==> src/rtl/child_rr_scheduler.sv <==
// Round-robin scheduler sharing one resource slot among the root module's child instances.
// One grant at a time, held until done/req drop or the hold limit, then a one-cycle gap.
module child_rr_scheduler #(
   parameter int NUM_REQ  = 5,
   parameter int MAX_HOLD = 16,
   parameter int HOLD_W   = 8,
   parameter int ID_W     = 3
) (
   input  logic               clk,
   input  logic               rst_n,
   input  logic [NUM_REQ-1:0] req,
   input  logic [NUM_REQ-1:0] done,
   output logic [NUM_REQ-1:0] grant,
   output logic               grant_valid,
   output logic [ID_W-1:0]    grant_id,
   output logic               timeout,
   output logic [ID_W-1:0]    timeout_id,
   output logic               busy
);

   localparam logic [1:0] ST_IDLE  = 2'd0;
   localparam logic [1:0] ST_GRANT = 2'd1;
   localparam logic [1:0] ST_GAP   = 2'd2;

   localparam logic [ID_W:0]     NUM_REQ_W = (ID_W+1)'(NUM_REQ);
   localparam logic [ID_W-1:0]   LAST_ID   = ID_W'(NUM_REQ - 1);
   localparam logic [HOLD_W-1:0] HOLD_MAX  = HOLD_W'(MAX_HOLD);
   localparam logic [NUM_REQ-1:0] ONE_HOT0 = {{(NUM_REQ-1){1'b0}}, 1'b1};

   logic [1:0]         state;
   logic [ID_W-1:0]    ptr;
   logic [ID_W-1:0]    gid;
   logic [HOLD_W-1:0]  hold_cnt;
   logic [NUM_REQ-1:0] grant_r;
   logic               grant_valid_r;
   logic               busy_r;
   logic               timeout_r;
   logic [ID_W-1:0]    timeout_id_r;

   logic [ID_W:0]      pick;
   logic               pick_found;
   logic [ID_W-1:0]    pick_id;
   logic               release_now;
   logic               hold_full;

   // First asserted request at or above the pointer, wrapping modulo NUM_REQ.
   function automatic logic [ID_W:0] rr_pick(input logic [NUM_REQ-1:0] r,
                                             input logic [ID_W-1:0]    p);
      logic          found;
      logic [ID_W-1:0] sel;
      logic [ID_W:0] sum;
      logic [ID_W-1:0] cand;
      found = 1'b0;
      sel   = '0;
      for (int i = 0; i < NUM_REQ; i++) begin
         sum = {1'b0, p} + (ID_W+1)'(i);
         if (sum >= NUM_REQ_W) sum = sum - NUM_REQ_W;
         cand = sum[ID_W-1:0];
         if (!found && r[cand]) begin
            found = 1'b1;
            sel   = cand;
         end
      end
      return {found, sel};
   endfunction

   function automatic logic [ID_W-1:0] next_ptr(input logic [ID_W-1:0] g);
      return (g == LAST_ID) ? '0 : g + 1'b1;
   endfunction

   always_comb begin
      pick        = rr_pick(req, ptr);
      pick_found  = pick[ID_W];
      pick_id     = pick[ID_W-1:0];
      // done on a non-granted child is masked out by the grant vector
      release_now = (|(grant_r & done)) || !(|(grant_r & req));
      hold_full   = (hold_cnt == HOLD_MAX);
   end

   always_ff @(posedge clk or negedge rst_n) begin
      if (!rst_n) begin
         state         <= ST_IDLE;
         ptr           <= '0;
         gid           <= '0;
         hold_cnt      <= '0;
         grant_r       <= '0;
         grant_valid_r <= 1'b0;
         busy_r        <= 1'b0;
         timeout_r     <= 1'b0;
         timeout_id_r  <= '0;
      end else begin
         timeout_r    <= 1'b0;
         timeout_id_r <= '0;
         case (state)
            ST_IDLE, ST_GAP: begin
               if (pick_found) begin
                  state         <= ST_GRANT;
                  gid           <= pick_id;
                  grant_r       <= ONE_HOT0 << pick_id;
                  grant_valid_r <= 1'b1;
                  busy_r        <= 1'b1;
                  hold_cnt      <= HOLD_W'(1);
               end else begin
                  state         <= ST_IDLE;
                  gid           <= '0;
                  grant_r       <= '0;
                  grant_valid_r <= 1'b0;
                  busy_r        <= 1'b0;
                  hold_cnt      <= '0;
               end
            end
            ST_GRANT: begin
               if (release_now || hold_full) begin
                  // release has priority over the hold limit on the same edge
                  state         <= ST_GAP;
                  ptr           <= next_ptr(gid);
                  gid           <= '0;
                  grant_r       <= '0;
                  grant_valid_r <= 1'b0;
                  busy_r        <= 1'b1;
                  hold_cnt      <= '0;
                  if (!release_now) begin
                     timeout_r    <= 1'b1;
                     timeout_id_r <= gid;
                  end
               end else begin
                  hold_cnt <= hold_cnt + 1'b1;
               end
            end
            default: begin
               state         <= ST_IDLE;
               gid           <= '0;
               grant_r       <= '0;
               grant_valid_r <= 1'b0;
               busy_r        <= 1'b0;
               hold_cnt      <= '0;
            end
         endcase
      end
   end

   assign grant       = grant_r;
   assign grant_valid = grant_valid_r;
   assign grant_id    = gid;
   assign busy        = busy_r;
   assign timeout     = timeout_r;
   assign timeout_id  = timeout_id_r;

endmodule

==> config.mk <==
export PLATFORM = sky130hd
export DESIGN_NAME = child_rr_scheduler
export DESIGN_NICKNAME = d
export VERILOG_FILES = /design/src/rtl/child_rr_scheduler.sv
export SDC_FILE = /design/constraint.sdc
export NUM_CORES = 1
export LEC_CHECK = 0
export ABC_AREA = 1
export BUFFER_PORTS_ARGS = -buffer_cell sky130_fd_sc_hd__buf_4
export CORE_MARGIN = 4
export CORE_UTILIZATION = 57
export CTS_CLUSTER_SIZE = 40
export DETAILED_ROUTE_END_ITERATION = 6
export GPL_ROUTABILITY_DRIVEN = 1
export PLACE_DENSITY = 0.77
export SLEW_MARGIN = 10
export SYNTH_ARGS = -nofsm -noshare
export SYNTH_HDL_FRONTEND = slang
export SYNTH_SLANG_ARGS = --single-unit
==> constraint.sdc <==
create_clock -name clk -period 2.8 [get_ports clk]
set_input_delay 0.56 -clock clk [delete_from_list [all_inputs] [get_ports clk]]
set_output_delay 0.56 -clock clk [all_outputs]
set_load 0.01 [all_outputs]
# Word level (Yosys, flattened, before mapping)
# Cells that the tools add are included.
[op_classes] shifts=1 bitwise=2 n_eq_ne=5 mux=49 n_addsub=11 n_reduce_logical=16 order_cmp=10
[op_table] operator="$mux 3" n=16
[op_table] operator="$lt 3x4->1 const B" n=5
[op_table] operator="$mux 1" n=18
[op_table] operator="$ge 4x3->1 const B" n=4
[op_table] operator="$pmux 8 s2" n=1
[op_table] operator="$bmux 1 s3" n=5
[op_table] operator="$sub 3x3->3 const B" n=5
[op_table] operator="$and 5x5->5" n=2
[op_table] operator="$mux 5" n=2
[op_table] operator="$pmux 5 s2" n=1
[op_table] operator="$reduce_or 5->1" n=2
[op_table] operator="$add 3x2->4 const B" n=2
[op_table] operator="$add 8x1->8 const B" n=1
[op_table] operator="$eq 8x5->1 const B" n=1
[op_table] operator="$mux 8" n=1
[op_table] operator="$pmux 3 s2" n=1
[op_table] operator="$logic_not 1->1" n=5
[op_table] operator="$shl 1x3->5 const A" n=1
[op_table] operator="$add 3x1->4 const B" n=1
[op_table] operator="$add 3x3->4 const B" n=1
[op_table] operator="$logic_and 1x1->1" n=4
[op_table] operator="$pmux 1 s2" n=2
[op_table] operator="$pmux 2 s2" n=1
[op_table] operator="$add 3x1->3 const B" n=1
[op_table] operator="other kinds (10)" n=11
[totals] register_bits=27 wordCells=103 output_inout_bits=14 in_bits=12

# Depth between registers and ports, before layout
[logic_depth] ltp_word=20 mapped_depth=21 depth_no_buf=20

# Least setup slack after synthesis
# No wires, ideal clock.
[synth_timing] path_kind="register to register" start="reg ptr[0]" end="reg grant_r[3] (netlist: grant[3])" arrival_ns=2.375 stages_incl_launch_ff=20 period_less_slack_ns=2.496 setup_ns=0.121 t_required_ns=2.679 path_slack_ns=0.304 path_buffers=1 path_cell_list="dfrtp_1 > buf_6 > inv_6 > ha_1 > inv_1 > fa_1 > inv_1 > nand2_2 > nand2_1 > nand2_1 > nand2_1 > nand3_1 > nand3_1 > nand2_1 > nand3_4 > inv_2 > nand3b_1 > nand3_2 > nand3_1 > o21ai_1"
[synth_between] elab_chain_cells=20
[synth_rtl] element="from (decl)" line_no="31" rtl="logic [ID_W-1:0] ptr;"
[synth_rtl] element="from (signal assigned)" line_no="116" rtl="ptr <= next_ptr(gid);"
[synth_rtl] element="branches (longest 18 deep; another with $add 3x1->4)"
[synth_rtl] element="$mux 5 (*)" line_no="96" rtl="if (pick_found) begin"
[synth_rtl] element="$pmux 5 s2 (*)" line_no="94" rtl="case (state)"
[synth_rtl] element="to (signal assigned)" line_no="99" rtl="grant_r <= ONE_HOT0 << pick_id;"
[synth_rtl] element="to (decl)" line_no="34" rtl="logic [NUM_REQ-1:0] grant_r;"
# Every way passes the cells marked *. The select of a mux whose other input is x is not followed.
# A chain may end at the register's enable or synchronous reset.

# Final worst setup path
[layout_timing] start="reg ptr[0]" end="reg hold_cnt[0]"
[layout_between] elab_chain_cells=19
[layout_rtl] element="branches (longest 16 deep; another with $add 3x1->4)"
[layout_rtl] element="$mux 1 (*)" line_no="59" rtl="if (!found && r[cand]) begin"
[layout_rtl] element="$mux 1 (*)" line_no="96"
[layout_rtl] element="$pmux 8 s2 (*)" line_no="94"
[layout_rtl] element="to (signal assigned)" line_no="127" rtl="hold_cnt <= hold_cnt + 1'b1;"
[layout_rtl] element="to (decl)" line_no="33" rtl="logic [HOLD_W-1:0] hold_cnt;"
# Marks and branches as above.

==> flow_metrics.py <==
metrics = {
    "synth": {
        "synth_top_family_by_area": "simple AND/OR/NAND/NOR gates",
        "postSynthAreaPerCell_um2": 7.07,
        "ys_seq_area_share_pct": 30.3,
        "ys_warn_count": 0,
        "syn_nets": 341,
        "synth_compound_area_share_pct": 10.4,
        "synth-main-ff-cell": "dfrtp_1",
        "synth_simple_gate_area_share_pct": 41.7,
        "synth_area_mm2": 0.00223,
        "syn_inst": 316,
        "synth_xor_area_share_pct": 1.51,
        "synthTopCellsByCount": "nand2_1 (85), inv_1 (35), nand3_1 (35)",
        "synth_top_cell_area_share_pct": 30.3,
        "synth_edf_count": 0,
        "synth.area.mux_share_pct": 0,
        "post-synth-top-count-cell": "nand2_1",
        "synth_top_area_cell": "dfrtp_1",
        "synth_seq_cells": 27,
        "ys_types": 35,
        "synth-async-reset-ratio_pct": 100,
        "synth-adder-area-share_pct": 7.62,
        "synth_area_leaders": "dfrtp_1 (30%), nand2_1 (14%), nand3_1 (7.8%), ha_1 (6.7%), inv_1 (5.9%)",
    },
    "setup_path": {
        "crit_fanout": 9,
        "path_cells": "inv_6, ha_1, inv_1, fa_1, inv_1, nand2_2, nand2_1, o21ai_0, nand3_1, nand3_1, nand2_1, nand3_4, o31ai_4, buf_4, o21ai_1",
        "ff2ff_path_depth": 15,
        "crit_cells": 15,
        "crit_family": "simple AND/OR/NAND/NOR gates",
        "rrSetupSlack_ns": 0.20,
        "critPathCaptureType": "flop",
        "setup.worst_path.start_class": "flop",
        "cp_num_buf_inv": 4,
        "slowest_stage": "dfrtp_1",
        "critPathArrivalTime_ns": 2.76,
        "worst_ep_required_time_ns": 2.96,
        "worstSetupPathType": "flop to flop",
        "critical_path.max_stage_delay_ns": 0.43,
    },
    "sta": {
        "hold_viol": 0,
        "report.final.slew_viol_count": 0,
        "finalSetupTns_ns": 0,
        "finalSetupViolations": 0,
        "skew_ns": 0.0115,
        "period_minus_slack_ns": 2.60,
        "fmax_mhz": 384,
        "slew_headroom_pct": 76.6,
        "tightestPinTransition_ns": 0.350,
        "timing.final.crit_share_pct": 93.0,
    },
    "die": {
        "die_area_mm2": 0.00498,
        "ioPinCount": 26,
        "placementRows": 22,
        "die_w_um": 70.6,
        "die_h_um": 70.6,
        "coreArea_mm2": 0.00372,
        "start_util_pct": 60.1,
    },
    "drt": {
        "first_iter_violations": 211,
        "dr.pass1.iters": 4,
        "num_vias": 2145,
        "finalWirelength_mm": 5.27,
        "vias_per_cell": 5.42,
        "post-route-drc-count": 0,
        "ant_nets": 0,
        "avgRoutedWirePerCell_um": 13.3,
    },
    "outcome": {
        "status": "finished, final reports clean",
    },
    "clock_tree": {
        "htree_levels": 1,
        "cts_buffer_depth": 2,
        "cts_tree": "yes",
        "numCtsBuffers": 3,
        "clk_pin_slew_worst_paths_ns": 0.09,
        "clk_latency_ns": 0.27,
        "numClockSinks": 27,
        "clock-root-buffer": "clkbuf_8",
    },
    "cells_and_area": {
        "nets": 374,
        "insertedDiodeCount": 0,
        "area_delta_synth_final_pct": 14.8,
        "fillers": 334,
        "drive_gt1_share_pct": 23.6,
    },
    "placement": {
        "portBuffers": 25,
        "dp_hpwl_mm": 4.20,
        "gp_congestion": 0.859,
    },
    "run": {
        "drv_cap": 0,
    },
    "grt": {
        "grt_usage_pct": 22.0,
        "grt.overflow.total": 0,
        "grt_max_degree": 28,
        "grt_pass1_wl_mm": 8.98,
        "grt_pass1_vias": 1924,
        "antenna_found_initial": 0,
    },
    "worst_hold_path": {
        "min_path_type": "primary input to async pin",
    },
}
logic make-up after synthesis:
kind of cell,count (synthesis)
AOI/OAI and AO/OA,38
xor gates and xnor gates,3
adders and majority gates,13
buffers and inverters,47
DFF,27
and+or+nand+nor,188
per-layer routing:
metal | track usage (%) | vias to the layer above | part of all wire [%]
li1 | - | 1098 | -
met1 | 34.5 | 986 | 51
met2 | 32.1 | 57 | 43
met3 | 3.69 | 4 | 5.1
met4 | 3.76 | 0 | 0.55
met5 | 0 | - | 0
registers in the layout, indices dropped and copies added, names as in the netlist:
| register | count |
|---|---|
| grant | 5 |
| grant_valid | 1 |
| timeout_id | 3 |
| state | 2 |
| hold_cnt | 8 |
| ptr | 3 |
| timeout | 1 |
| busy | 1 |
| grant_id | 3 |
per-stage QoR:
step	hold slack, ns	worst slack (ns)	area (µm²)	utilization [%]	cells
final	0.176	0.197	2560	69.0	396
after global routing	0.199	-0.0145	2560	69.0	396
after CTS	0.191	0.0385	2520	67.8	392
after detailed placement	0.478	0.0555	2480	66.6	388
after global placement	0.467	0.0432	2480	66.6	388
after floorplan	0.264	0.304	2230	-	316
what timing repair did:
action | in CTS | in global routing
hold buffers | 0 | 0
endpoints found under the setup margin | 0 | 12
setup buffers | 0 | 4
resized for setup | 0 | 6
cells in the final DEF, fill, tap and decap left out, types with 2 or more instances in the layout:
cell      count
buf_4        31
clkbuf_8      3
inv_1        34
nand3_1      35
o211ai_1      3
nor2_2        3
nand2_4       2
nor2_1       21
nand3_4       2
nand2_1      83
o22ai_1       2
nor2_4        2
o21ai_2       3
o21ai_0      13
a21oi_1       5
nor3_1        2
ha_1         12
nand3_2       7
dfrtp_1      26
o21ai_1       9
nand2_2      17
nand4_1      11
xor2_1        2
inv_2         8
area by class of cell:
type,count,area [µm²],area share (%)
inverters,44,170,6.64
repair buffers,31,233,9.08
clock buffers,4,45.0,1.76
flip-flops and latches,27,677,26.4
well taps,48,60.1,2.34
multi-input cells,242,1380,53.8
path summary, 6_finish.rpt:
path / start / to
worst min-delay path: rst_n / grant_valid
min in group clk: state[0] / grant_id[0]
max in group asynchronous: rst_n / ptr[1]
worst max-delay path: ptr[0] / hold_cnt[0]
worst max register to register: ptr[0] / hold_cnt[0]
worst min register to register: state[0] / grant_id[0]
Power is not shown: default switching activity piles up to over one toggle a cycle in this logic, so the estimate is an artifact.
